### src/rtl/axis_traffic_gen.sv
// axis_traffic_gen: AXI-Stream packet traffic generator.
// A run sends cfg_trans_len bytes split into packets of up to cfg_pkt_len
// bytes. Packets rotate round-robin over CH_NUM channels and are separated by
// cfg_pkt_gap idle cycles. Data is a word increment, a fixed word or a byte
// ramp, and the sequence continues across packet boundaries.
//
// Ports:
//   clk, rstn            clock, asynchronous active-low reset
//   cfg_*                run configuration, latched on an accepted start
//   stream_start         start pulse (only in IDLE, both lengths non-zero)
//   stream_stop          stop request: finish the current packet, then idle
//   stream_busy          high from the accepted start to the end of the run
//   pkt_cnt, byte_cnt    packets / tkeep-counted bytes accepted this run
//   m_axis_*             AXI-Stream master
//
// Handshake: a beat transfers on a rising edge where tvalid and tready are
// both high. While tvalid is high and tready low, every payload field stays
// unchanged, and tvalid never drops without a transfer (except on reset).
module axis_traffic_gen #(
  parameter int TBYTE_NUM  = 1,
  parameter int DEST_WIDTH = 5,
  parameter int CH_NUM     = 4,
  parameter int LEN_WIDTH  = 32
) (
  input  logic                   clk,
  input  logic                   rstn,
  input  logic [DEST_WIDTH-1:0]  cfg_dest_base,
  input  logic [31:0]            cfg_pkt_gap,
  input  logic [LEN_WIDTH-1:0]   cfg_pkt_len,
  input  logic [LEN_WIDTH-1:0]   cfg_trans_len,
  input  logic [8*TBYTE_NUM-1:0] cfg_start_from,
  input  logic [8*TBYTE_NUM-1:0] cfg_inc,
  input  logic [1:0]             cfg_mode,
  input  logic                   stream_start,
  input  logic                   stream_stop,
  output logic                   stream_busy,
  output logic [LEN_WIDTH-1:0]   pkt_cnt,
  output logic [LEN_WIDTH-1:0]   byte_cnt,
  output logic [8*TBYTE_NUM-1:0] m_axis_tdata,
  output logic                   m_axis_tvalid,
  input  logic                   m_axis_tready,
  output logic [TBYTE_NUM-1:0]   m_axis_tkeep,
  output logic                   m_axis_tlast,
  output logic [DEST_WIDTH-1:0]  m_axis_tid,
  output logic [DEST_WIDTH-1:0]  m_axis_tdest
);
  localparam int DW = 8 * TBYTE_NUM;
  localparam logic [LEN_WIDTH-1:0] BEAT_BYTES = LEN_WIDTH'(TBYTE_NUM);
  // In byte-ramp mode every lane advances by TBYTE_NUM steps per beat.
  localparam logic [7:0] LANE_STEP = 8'(TBYTE_NUM);

  typedef enum logic [1:0] {IDLE = 2'd0, SEND = 2'd1, GAP = 2'd2} state_e;

  state_e                state_q, state_d;
  logic                  stop_q, stop_d;
  logic [LEN_WIDTH-1:0]  rem_q, rem_d;          // run bytes not yet accepted
  logic [LEN_WIDTH-1:0]  pkt_rem_q, pkt_rem_d;  // packet bytes not yet accepted
  logic [LEN_WIDTH-1:0]  pkt_len_q, pkt_len_d;
  logic [LEN_WIDTH-1:0]  pkt_cnt_q, pkt_cnt_d;
  logic [LEN_WIDTH-1:0]  byte_cnt_q, byte_cnt_d;
  logic [31:0]           gap_q, gap_d;
  logic [31:0]           gap_cnt_q, gap_cnt_d;
  logic [DW-1:0]         data_q, data_d;
  logic [DW-1:0]         inc_q, inc_d;
  logic [1:0]            mode_q, mode_d;
  logic [DEST_WIDTH-1:0] base_q, base_d;
  logic [DEST_WIDTH-1:0] chan_q, chan_d;

  logic                  last_beat;
  logic [LEN_WIDTH-1:0]  beat_bytes;
  logic [LEN_WIDTH-1:0]  rem_after;

  function automatic logic [LEN_WIDTH-1:0] min_len(input logic [LEN_WIDTH-1:0] a,
                                                   input logic [LEN_WIDTH-1:0] b);
    return (a < b) ? a : b;
  endfunction

  function automatic logic [DW-1:0] ramp_init(input logic [7:0] seed, input logic [7:0] step);
    logic [DW-1:0] r;
    r = '0;
    for (int i = 0; i < TBYTE_NUM; i++) r[8*i +: 8] = seed + 8'(i) * step;
    return r;
  endfunction

  function automatic logic [DW-1:0] next_data(input logic [DW-1:0] cur,
                                              input logic [DW-1:0] inc,
                                              input logic [1:0]    mode);
    logic [DW-1:0] r;
    r = cur;
    case (mode)
      2'd1:    r = cur;
      2'd2:    for (int i = 0; i < TBYTE_NUM; i++) r[8*i +: 8] = cur[8*i +: 8] + LANE_STEP * inc[7:0];
      default: r = cur + inc;  // modes 0 and 3
    endcase
    return r;
  endfunction

  // The packet's last beat carries whatever is left of the packet.
  assign last_beat  = (pkt_rem_q <= BEAT_BYTES);
  assign beat_bytes = last_beat ? pkt_rem_q : BEAT_BYTES;
  assign rem_after  = rem_q - beat_bytes;

  always_ff @(posedge clk or negedge rstn) begin
    if (!rstn) begin
      state_q    <= IDLE;
      stop_q     <= 1'b0;
      rem_q      <= '0;
      pkt_rem_q  <= '0;
      pkt_len_q  <= '0;
      pkt_cnt_q  <= '0;
      byte_cnt_q <= '0;
      gap_q      <= '0;
      gap_cnt_q  <= '0;
      data_q     <= '0;
      inc_q      <= '0;
      mode_q     <= '0;
      base_q     <= '0;
      chan_q     <= '0;
    end else begin
      state_q    <= state_d;
      stop_q     <= stop_d;
      rem_q      <= rem_d;
      pkt_rem_q  <= pkt_rem_d;
      pkt_len_q  <= pkt_len_d;
      pkt_cnt_q  <= pkt_cnt_d;
      byte_cnt_q <= byte_cnt_d;
      gap_q      <= gap_d;
      gap_cnt_q  <= gap_cnt_d;
      data_q     <= data_d;
      inc_q      <= inc_d;
      mode_q     <= mode_d;
      base_q     <= base_d;
      chan_q     <= chan_d;
    end
  end

  always_comb begin
    state_d    = state_q;
    stop_d     = stop_q;
    rem_d      = rem_q;
    pkt_rem_d  = pkt_rem_q;
    pkt_len_d  = pkt_len_q;
    pkt_cnt_d  = pkt_cnt_q;
    byte_cnt_d = byte_cnt_q;
    gap_d      = gap_q;
    gap_cnt_d  = gap_cnt_q;
    data_d     = data_q;
    inc_d      = inc_q;
    mode_d     = mode_q;
    base_d     = base_q;
    chan_d     = chan_q;
    case (state_q)
      IDLE: begin
        // stream_stop is ignored here, so a simultaneous start wins.
        if (stream_start && (cfg_pkt_len != '0) && (cfg_trans_len != '0)) begin
          state_d    = SEND;
          stop_d     = 1'b0;
          pkt_cnt_d  = '0;
          byte_cnt_d = '0;
          chan_d     = '0;
          pkt_len_d  = cfg_pkt_len;
          gap_d      = cfg_pkt_gap;
          inc_d      = cfg_inc;
          mode_d     = cfg_mode;
          base_d     = cfg_dest_base;
          rem_d      = cfg_trans_len;
          pkt_rem_d  = min_len(cfg_pkt_len, cfg_trans_len);
          data_d     = (cfg_mode == 2'd2) ? ramp_init(cfg_start_from[7:0], cfg_inc[7:0])
                                          : cfg_start_from;
        end
      end
      SEND: begin
        if (stream_stop) stop_d = 1'b1;
        if (m_axis_tready) begin
          byte_cnt_d = byte_cnt_q + beat_bytes;
          rem_d      = rem_after;
          pkt_rem_d  = pkt_rem_q - beat_bytes;
          data_d     = next_data(data_q, inc_q, mode_q);
          if (last_beat) begin
            pkt_cnt_d = pkt_cnt_q + 1'b1;
            chan_d    = (32'(chan_q) == CH_NUM - 1) ? '0 : chan_q + 1'b1;
            pkt_rem_d = min_len(pkt_len_q, rem_after);
            // A stop arriving on the tlast edge itself also ends the run.
            if ((rem_after == '0) || stop_q || stream_stop) begin
              state_d = IDLE;
            end else if (gap_q != 32'd0) begin
              state_d   = GAP;
              gap_cnt_d = gap_q;
            end
          end
        end
      end
      GAP: begin
        if (stop_q || stream_stop) begin
          stop_d  = 1'b1;
          state_d = IDLE;
        end else if (gap_cnt_q == 32'd1) begin
          state_d = SEND;
        end else begin
          gap_cnt_d = gap_cnt_q - 32'd1;
        end
      end
      default: state_d = IDLE;
    endcase
  end

  // tvalid/busy decode straight from the state register, so the async
  // reset removes them immediately.
  assign m_axis_tvalid = (state_q == SEND);
  assign stream_busy   = (state_q != IDLE);
  assign m_axis_tlast  = m_axis_tvalid && last_beat;
  assign m_axis_tdata  = data_q;
  assign m_axis_tid    = chan_q;
  assign m_axis_tdest  = base_q + chan_q;
  assign pkt_cnt       = pkt_cnt_q;
  assign byte_cnt      = byte_cnt_q;

  // Lane i is enabled while more than i packet bytes remain: contiguous
  // from lane 0, all ones on every beat except a short last beat.
  always_comb begin
    m_axis_tkeep = '0;
    for (int i = 0; i < TBYTE_NUM; i++) m_axis_tkeep[i] = m_axis_tvalid && (pkt_rem_q > LEN_WIDTH'(i));
  end
endmodule
### config.mk
export PLATFORM = sky130hd
export DESIGN_NAME = axis_traffic_gen
export DESIGN_NICKNAME = d
export VERILOG_FILES = /design/src/rtl/axis_traffic_gen.sv
export SDC_FILE = /design/constraint.sdc
export NUM_CORES = 1
export LEC_CHECK = 0
export BUFFER_PORTS_ARGS = -buffer_cell sky130_fd_sc_hd__buf_2
export CAP_MARGIN = 20
export CELL_PAD_IN_SITES_DETAIL_PLACEMENT = 0
export CELL_PAD_IN_SITES_GLOBAL_PLACEMENT = 1
export CORE_AREA = 2 2 207 189
export DETAILED_ROUTE_END_ITERATION = 10
export DIE_AREA = 0 0 209 191
export GPL_ROUTABILITY_DRIVEN = 0
export HOLD_SLACK_MARGIN = 0.06
export PLACE_DENSITY = 0.95
export SYNTH_ARGS = -nofsm -noshare
export SYNTH_HDL_FRONTEND = slang
export SYNTH_SLANG_ARGS = --single-unit
### constraint.sdc
create_clock -name clk -period 12.7 [get_ports clk]
set_clock_uncertainty 0.05 [all_clocks]
set_input_delay 1.905 -clock clk [delete_from_list [all_inputs] [get_ports clk]]
set_output_delay 1.905 -clock clk [all_outputs]
set_load 0.1 [all_outputs]
==> results of run 1 <==
[cells by family after synthesis]
group / count (synthesis)
mux: 115
simple gates: 656
compound gates: 599
fa+ha+maj: 149
flops: 255
xor+xnor: 80
buf+inv: 201
other cells: 2
[cell type report]
cell class                      instances  area share [%]
Multi-Input combinational cell       1661            54.0
Sequential cell                       255            30.3
Timing Repair Buffer                  224            5.70
Clock buffer                           41            4.29
Tap cell                              490            2.91
Inverter                              116            2.07
Clock inverter                         15           0.696
Antenna cell                            3          0.0357
[power by group]
part	leakage (nW)	switching [mW]	total (mW)	internal (mW)
combinational	6.34	2.14	3.33	1.19
clock	0.515	0.370	0.907	0.538
sequential	3.17	0.294	1.43	1.14
[path summary, 6_finish.rpt]
kind	endpoint	slack (ps)
max in group asynchronous	pkt_len_q[29]	9630
setup / recovery	pkt_rem_q[0]	5460
hold reg to reg	rem_q[14]	450
hold / removal	rem_q[14]	450
min in group asynchronous	gap_q[9]	1410
setup reg to reg	pkt_rem_q[0]	5460
[registers in the layout (all words and copies together), names as in the netlist]
name,flops
m_axis_tid,5
rem_q,32
gap_cnt_q,32
mode_q,2
gap_q,32
inc_q,8
base_q,5
state_q,2
pkt_cnt,32
pkt_rem_q,32
m_axis_tdata,8
byte_cnt,32
pkt_len_q,32
stop_q,1
[worst max-delay path: cells and delay by family (launching register included)]
family | cells | cell delay, ps
compound gates | 14 | 2370
xor+xnor | 1 | 280
fa+ha+maj | 3 | 700
buf+inv | 2 | 200
simple gates | 8 | 3090
flops | 1 | 420
[placed cells by master, fill, tap and decap left out, drive strengths merged, types with 15 or more instances in the layout]
| master | netlist | routed |
|---|---|---|
| a221oi | 27 | 27 |
| nand4 | 34 | 34 |
| mux2 | 74 | 74 |
| ha | 145 | 145 |
| conb | 2 | 62 |
| inv | 115 | 115 |
| nor3 | 63 | 63 |
| xor2 | 43 | 43 |
| nand2b | 19 | 19 |
| o31ai | 15 | 15 |
| a21o | 54 | 54 |
| clkbuf | 67 | 41 |
| mux2i | 41 | 41 |
| nand2 | 182 | 182 |
| or2 | 19 | 19 |
| nor4 | 44 | 44 |
| or3 | 23 | 23 |
| o21a | 21 | 21 |
| a21oi | 144 | 144 |
| buf | 18 | 224 |
| nor2 | 155 | 155 |
| o21ai | 192 | 192 |
| nand3 | 44 | 44 |
| xnor2 | 37 | 37 |
| and3 | 22 | 22 |
| dfrtp | 255 | 255 |
| o221ai | 35 | 35 |
[metrics by stage]
stage / instances / hold WS, ps
after global routing: 2805 / 477
after floorplan: 2117 / 412
after global placement: 2743 / 430
after detailed placement: 2743 / 434
final: 2805 / 447
after CTS: 2799 / 453
[per-layer routing]
metal,vias to the layer above,routed length [um],part of all wire (%)
met2,668,23900,44
met5,-,89,0.16
li1,7980,-,-
met3,133,3890,7.1
met4,2,2380,4.4
met1,8243,24200,44
==> out/results.tsv, run 1 <==
stage	metric	value	unit
yosys	Syn Inst Count	2057	
finish	Reg area	0.00638	sq mm
yosys	Synth Area in Simple Gates	17.6	%
clocking	hold_buf cts	0	
critical_path	Critical Path Start Type	flop	
critical_path	Worst Path Max Fanout	36	
yosys	adder-cell share of the synthesized area	10.4	%
hold_path	HP Start	rem_q[14]	
floorplanning	die area	0.0399	sq mm
detailed_routing	vias per std cell	6.07	
global_route	Most Used Layer, Global Route	met2	
yosys	post-synth cell types	89	
job	maxcap violations	0	
critical_path	Worst Path Required	13080	ps
floorplanning	core area	0.0379	sq mm
floorplanning	Initial Util	48.3	%
yosys	Synth area leaders	dfrtp_1 35%, ha_1 9.9%, o21ai_0 5.2%, mux2_2 4.6%, a21oi_1 3.9%	
timing	# setup viols final	0	
hold_path	HP Class	reg -> reg	
power_and_ir_drop	Power Density	270	mW/mm^2
timing	RSZ-0062 raised after global routing	false	
clocking	Clock Pin Slew Worst Setup and Hold Paths	60	ps
yosys	number of synthesized flops with an enable pin	0	
global_route	vias in the first global route	16300	
power_and_ir_drop	Leak	10.0	nW
yosys	post-synth top area share	34.9	%
yosys	Post-synth top cells	255 x dfrtp_1, 189 x o21ai_0, 181 x nand2_1	
clocking	TritonCTS clock tree	yes	
critical_path	CP startpoint	pkt_rem_q[23]	
yosys	Post-Synth XOR/XNOR Area	3.83	%
yosys	sequential area share after synthesis	34.9	%
yosys	mux contribution to synthesized area	6.81	%
clocking	cts repair resizes	0	
detailed_routing	routed len/inst	19.4	um
outcome	outcome	completed	
finish	number of fill cells	3363	
yosys	Yosys top cell by area	dfrtp_1	
timing	max-slew violation count	0	
global_route	total global routing overflow	0	
clocking	CTS root buffer	clkbuf_16	
critical_path	CP Capture Type	flop	
yosys	count leader, synth	dfrtp_1	
critical_path	worst r2r src	pkt_rem_q[23]	
hold_path	hold depth	2	
yosys	asr flop ratio synth	100	%
finish	Area Overhead vs Synth	15.2	%
critical_path	Crit-path slowest cell	or3_2	
timing	Peak Freq	0.138	GHz
floorplanning	die span in x	209	um
timing	final worst slack	5460	ps
timing	worst slew pin tran	1140	ps
critical_path	critical path class	reg -> reg	
detailed_routing	DRC violation count after routing	0	
global_route	first-pass GRT wire length	87.6	mm
timing	Setup TNS Final	0	ps
yosys	mapped cell area	0.0183	sq mm
floorplanning	io pins	210	
global_route	met3 usage	4.93	%
detailed_routing	DR iter-0 viols	1670	
critical_path	CP peak stage delay	890	ps
floorplanning	die outline height	191	um
power_and_ir_drop	VDD IR max	0.000228	V
power_and_ir_drop	total power	5.67	mW
global_route	GR Layer Usage met2	41.5	%
detailed_routing	DR pass1 iterations	5	
timing	fin crit share	57.0	%
clocking	Clock Latency Late Sink	580	ps
detailed_routing	post-route antenna net violation count	0	
detailed_routing	detailed-route via count	17000	
critical_path	Data arrival, critical path	7610	ps
timing	slew margin rel.	23.5	%
global_route	Total Routing Usage GR	27.2	%
yosys	Synth warnings	0	
finish	Core Util, Final	55.6	%
placed_design	Final HPWL DP	39.4	mm
yosys	Avg Cell Area, Syn	8.88	sq um
detailed_routing	Total Wirelength	54.5	mm
placed_design	pre-CTS setup slack	5580	ps
finish	share of cells above drive strength 1	18.2	%
finish	Multi-input gate area	0.0114	sq mm
timing	minimum clock period	7240	ps
timing	final hold violations	0	
yosys	main combinational cell family by area after synthesis	compound AO/OA/AOI/OAI gates	
yosys	synthesized flop and latch total	255	
clocking	Max Buffers Root-to-Sink	3	
yosys	Post-synth top flop	dfrtp_1	
placed_design	IO buf count	209	
finish	NumNets Final	2561	
critical_path	r2r worst-path depth	28	
floorplanning	FP Rows	68	
clocking	Clock Sink Count	255	
placed_design	Placed Area	0.0199	sq mm
clocking	Setup Buffers After CTS	0	
global_route	largest net degree at the start of global routing	134	
global_route	antenna violations before repair	3	
finish	Final Cell Area	0.0210	sq mm
yosys	Synth Area in Compound Gates	22.0	%
global_route	grt met1 use	37.6	%
clocking	H-tree depth	1	
clocking	CTS buffer count	30	
Note: power is estimated with default switching activity, not from simulation.
==> inputs of run 2 (changes only) <==
- CORE_AREA: 2 2 207 189 -> 2 2 226 206
- DIE_AREA: 0 0 209 191 -> 0 0 228 208
- PLACE_DENSITY: 0.95 -> 0.87
- clock period: 12.7 -> 6.1 ns (I/O delays scaled with it)
==> run 2 against run 1 <==
The run now ends with setup timing left. Cell count grew 9.1%. Power is 140% higher. Worst setup slack worse by 5500 ps. Combinational power grew to 2.6 times the previous value. Sequential power is 110% higher. Global-route usage down 2.8 points. Count of clock-buffer cells in the layout down 1. Wire length grew 10%. Register-to-register slack worse by 5500 ps. Sequential share of layout area down 2.2 points. Critical endpoint is now pkt_rem_q[17]. Largest cell class unchanged.
==> out/results.tsv, run 2 (synthesized netlist as in run 1, its figures left out) <==
stage	metric	value	unit
timing	max-slew violation count	0	
critical_path	r2r worst-path depth	28	
outcome	violated checks	setup timing	
finish	number of fill cells	4229	
timing	final hold violations	0	
finish	Multi-input gate area	0.0116	sq mm
hold_path	HP Class	in -> async	
detailed_routing	post-route antenna net violation count	0	
global_route	Total Routing Usage GR	24.4	%
timing	final worst slack	-43.1	ps
finish	Area Overhead vs Synth	24.3	%
detailed_routing	DRC violation count after routing	0	
clocking	Max Buffers Root-to-Sink	3	
clocking	H-tree depth	1	
global_route	antenna violations before repair	1	
detailed_routing	DR pass1 iterations	6	
critical_path	CP peak stage delay	510	ps
finish	share of cells above drive strength 1	24.3	%
clocking	Clock Pin Slew Worst Setup and Hold Paths	60	ps
critical_path	Crit-path slowest cell	or4b_4	
timing	fin crit share	101	%
clocking	TritonCTS clock tree	yes	
critical_path	worst r2r src	pkt_rem_q[24]	
critical_path	critical path class	reg -> reg	
finish	Ant. Diodes	0	
finish	Final Cell Area	0.0227	sq mm
detailed_routing	DR iter-0 viols	1626	
floorplanning	core area	0.0450	sq mm
global_route	total global routing overflow	0	
placed_design	pre-CTS setup slack	-283	ps
finish	commonest non-fill, non-tap cell in the layout	dfrtp_1	
detailed_routing	Total Wirelength	60.1	mm
detailed_routing	vias per std cell	5.77	
power_and_ir_drop	total power	13.6	mW
clocking	Clock Latency Late Sink	600	ps
critical_path	Worst Path Max Fanout	7	
placed_design	Placed Area	0.0208	sq mm
detailed_routing	routed len/inst	19.6	um
power_and_ir_drop	Leak	10.8	nW
clocking	Clock Sink Count	255	
floorplanning	die outline height	208	um
critical_path	RR Endpoint	pkt_rem_q[17]	
global_route	largest net degree at the start of global routing	113	
floorplanning	Initial Util	40.6	%
finish	Reg area	0.00638	sq mm
finish	commonest non-fill, non-tap cells in the layout	255 x dfrtp_1, 207 x buf_2, 177 x nand2_1	
timing	RSZ-0062 raised after global routing	true	
clocking	hold_buf cts	0	
placed_design	placed cell count	2945	
critical_path	Worst Path Required	6520	ps
placed_design	IO buf count	209	
critical_path	Data arrival, critical path	6560	ps
finish	Core Util, Final	50.5	%
timing	Peak Freq	0.163	GHz
finish	Non-Filler Instances	3060	
job	maxcap violations	0	
timing	slew margin rel.	28.3	%
power_and_ir_drop	VDD IR max	0.000387	V
critical_path	Critical Path Start Type	flop	
floorplanning	die area	0.0474	sq mm
detailed_routing	detailed-route via count	17600	
timing	Setup TNS Final	-67.3	ps
clocking	CTS buffer count	30	
floorplanning	io pins	210	
timing	worst slew pin tran	1080	ps
global_route	vias in the first global route	17400	
global_route	first-pass GRT wire length	93.7	mm
floorplanning	die span in x	228	um
critical_path	CP Capture Type	flop	
timing	hold slack final	334	ps
timing	# setup viols final	2	
floorplanning	FP Rows	74	
placed_design	Final HPWL DP	43.0	mm
power_and_ir_drop	Power Density	598	mW/mm^2
clocking	CTS root buffer	clkbuf_16	
outcome	outcome	finished with violations	
critical_path	reg2reg setup slack	-40	ps
finish	NumNets Final	2702	
timing	minimum clock period	6140	ps
run 2: cell types whose count changed in the layout (fill, tap and decap cells not counted), sizes merged:
cell / previous run / this run
clkinv: 10 / 9
clkbuf: 41 / 42
buf: 224 / 363
bufinv: 2 / 4
clkinvlp: 4 / 3
diode: 3 / 0
run 2: where the power goes:
part           internal (mW)  leakage, nW  total [mW]  switching, mW
Combinational           3.61         7.13        8.65           5.03
Sequential              2.37         3.17        3.00          0.639
Clock                   1.15        0.515        1.93          0.776
run 2: final cells by class:
class,count,share of cell area [%]
well taps,608,3.35
repair buffers,365,10.8
clock buffers,40,3.78
multi-input cells,1661,51.1
clock inverters,15,0.870
flip-flops and latches,255,28.1
inverters,116,1.92
run 2: routing by layer:
| metal | GRT usage [%] | vias up | wire length (um) |
|---|---|---|---|
| li1 | - | 8246 | - |
| met1 | 33.0 | 8547 | 26100 |
| met3 | 4.17 | 132 | 4840 |
| met5 | 0 | - | 0 |
| met4 | 8.86 | 0 | 2080 |
| met2 | 39.2 | 723 | 27100 |
run 2: what timing repair did:
action	CTS	global route
setup endpoints to repair	33	69
gates cloned	3	2
buffers inserted	43	15
gates resized for setup	56	39
endpoints found under the hold margin	0	0
pin swaps	43	42
run 2: critical path: cells and delay by family, from the launching register on:
| kind | cells | cell delay [ps] |
|---|---|---|
| flip-flops | 1 | 390 |
| buffers and inverters | 7 | 760 |
| AO/OA/AOI/OAI | 10 | 1630 |
| adder cells (fa/ha/maj) | 3 | 690 |
| XOR/XNOR | 1 | 260 |
| AND/OR/NAND/NOR | 6 | 2020 |
| multiplexers | 1 | 200 |
run 2: how the worst max path moves through the flow:
stage	startpoint	endpoint
floorplan	pkt_rem_q[23]	pkt_rem_q[25]
global placement	pkt_rem_q[24]	pkt_rem_q[0]
detailed placement	pkt_rem_q[24]	pkt_rem_q[22]
CTS	pkt_rem_q[22]	pkt_rem_q[27]
global route	pkt_rem_q[24]	pkt_rem_q[28]
finish	pkt_rem_q[24]	pkt_rem_q[17]
==> inputs of run 3 (changes only) <==
- SETUP_SLACK_MARGIN: default -> 0.3
==> run 3 against run 2 <==
The run still ends with setup timing left. Clock power fell by 3%. Register-to-register slack about the same. Sequential share of layout area is 0.72 points lower. Power fell by 1.4%. Flip-flop and latch count stayed put. Wire length increased by 1.2%. Core utilization grew 1.3 points. Critical endpoint is now pkt_rem_q[27]. Largest cell class unchanged. Largest power group unchanged.
==> out/results.tsv, run 3 (synthesized netlist as in run 1, its figures left out) <==
stage	metric	value	unit
clocking	Clock Latency Late Sink	580	ps
critical_path	critical path class	reg -> reg	
detailed_routing	DR iter-0 viols	1369	
placed_design	placed cell count	2956	
timing	final worst slack	-52.0	ps
timing	# setup viols final	7	
critical_path	Worst Path Max Fanout	7	
floorplanning	die area	0.0474	sq mm
detailed_routing	routed len/inst	19.8	um
power_and_ir_drop	Leak	11.0	nW
critical_path	critical path, cell by cell	or3_4 -> or4b_4 -> nor3_4 -> nand4_1 -> or3_4 -> ha_4 -> inv_2 -> fa_2 -> inv_2 -> buf_4 -> ha_1 -> o21a_1 -> o21a_1 -> o21a_1 -> o21a_1 -> o21ai_0 -> a21oi_1 -> o311a_1 -> or3_4 -> buf_12 -> buf_12 -> mux2i_1 -> o221ai_1 -> o21bai_1	
floorplanning	Initial Util	40.6	%
finish	number of fill cells	4165	
timing	fin crit share	101	%
timing	worst slew pin tran	1070	ps
critical_path	Crit-path slowest cell	or4b_4	
critical_path	CP startpoint	pkt_rem_q[23]	
floorplanning	io pins	210	
clocking	hold_buf cts	0	
finish	commonest non-fill, non-tap cells in the layout	255 x dfrtp_1, 208 x buf_2, 177 x nand2_1	
floorplanning	core area	0.0450	sq mm
clocking	Clock Sink Count	255	
clocking	TritonCTS clock tree	yes	
critical_path	CP Capture Type	flop	
placed_design	Final HPWL DP	43.3	mm
clocking	Max Buffers Root-to-Sink	3	
timing	minimum clock period	6150	ps
finish	Reg area	0.00638	sq mm
critical_path	Critical Path Start Type	flop	
critical_path	worst r2r src	pkt_rem_q[23]	
floorplanning	FP Rows	74	
critical_path	CP peak stage delay	520	ps
critical_path	Worst path top cell family by delay	simple AND/OR/NAND/NOR gates	
critical_path	reg2reg setup slack	-50	ps
outcome	violated checks	setup timing	
placed_design	Placed Area	0.0209	sq mm
global_route	antenna violations before repair	4	
global_route	first-pass GRT wire length	96.2	mm
placed_design	pre-CTS setup slack	-383	ps
finish	share of cells above drive strength 1	26.3	%
finish	Non-Filler Instances	3078	
outcome	outcome	finished with violations	
critical_path	Data arrival, critical path	6540	ps
finish	Final Cell Area	0.0233	sq mm
clocking	CTS buffer count	30	
power_and_ir_drop	total power	13.4	mW
global_route	vias in the first global route	17800	
global_route	Total Routing Usage GR	24.9	%
detailed_routing	vias per std cell	5.74	
placed_design	IO buf count	209	
detailed_routing	DRC violation count after routing	0	
clocking	Clock Pin Slew Worst Setup and Hold Paths	60	ps
finish	Multi-input gate area	0.0119	sq mm
clocking	CTS root buffer	clkbuf_16	
finish	NumNets Final	2716	
timing	max-slew violation count	0	
detailed_routing	Total Wirelength	60.8	mm
power_and_ir_drop	Power Density	574	mW/mm^2
floorplanning	die outline height	208	um
power_and_ir_drop	VDD IR max	0.000502	V
hold_path	HP Class	in -> async	
critical_path	Worst Path Required	6490	ps
detailed_routing	DR pass1 iterations	7	
clocking	H-tree depth	1	
detailed_routing	detailed-route via count	17700	
finish	Area Overhead vs Synth	27.6	%
detailed_routing	post-route antenna net violation count	0	
job	maxcap violations	0	
timing	Peak Freq	0.163	GHz
timing	slew margin rel.	28.7	%
floorplanning	die span in x	228	um
global_route	total global routing overflow	0	
timing	RSZ-0062 raised after global routing	true	
critical_path	Most common cell on crit path	o21a_1	
critical_path	Buf/Inv on CP	5	
timing	final hold violations	0	
global_route	largest net degree at the start of global routing	139	
finish	commonest non-fill, non-tap cell in the layout	dfrtp_1	
run 3: cell count changes in the layout (fill, tap and decap cells not counted), sizes merged:
cell,delta
inv,+1
clkinvlp,-2
bufinv,-2
clkbuf,+1
buf,+15
diode,+3
clkinv,+2
run 3: where the power goes:
part / internal [mW] / switching [mW] / total, mW
clock network: 1.11 / 0.772 / 1.88
registers: 2.37 / 0.648 / 3.01
logic: 3.57 / 4.94 / 8.50
run 3: area by class of cell:
class / instances / share of cell area (%)
Multi-Input combinational cell: 1661 / 50.9
Sequential cell: 255 / 27.4
Timing Repair Buffer: 379 / 12.2
Clock buffer: 42 / 3.85
Tap cell: 608 / 3.26
Inverter: 116 / 1.87
Clock inverter: 14 / 0.542
Antenna cell: 3 / 0.0322
run 3: metrics by stage:
stage          hold slack (ps)  setup TNS [ps]  util [%]
3_5_place_dp               436           -9480      46.5
5_1_grt                    238          -12770      51.8
6_report                   222            -134      51.8
4_1_cts                    213               0      50.9
3_3_place_gp               430           -2700      46.5
2_1_floorplan              412               0         -
run 3: worst paths after layout:
check	end	cells after the start
min in group clk	rem_q[4]	2
setup / recovery	pkt_rem_q[27]	24
max in group asynchronous	gap_q[16]	2
setup reg to reg	pkt_rem_q[27]	24
hold / removal	byte_cnt[11]	1
hold reg to reg	rem_q[4]	2
run 3: what timing repair did:
item                                    4_1_cts  5_1_grt
gates cloned                                  9        1
resized for setup                            96       64
setup buffers                                45        7
pin swaps                                    44       21
endpoints found under the setup margin       69       68
run 3: layer usage:
metal / vias up / global-route usage, % / share of wire, %
met5: - / 0 / 0.058
met4: 6 / 8.92 / 3.8
met3: 143 / 4.92 / 7.2
met2: 640 / 41.0 / 46
met1: 8591 / 32.6 / 42
li1: 8295 / - / -
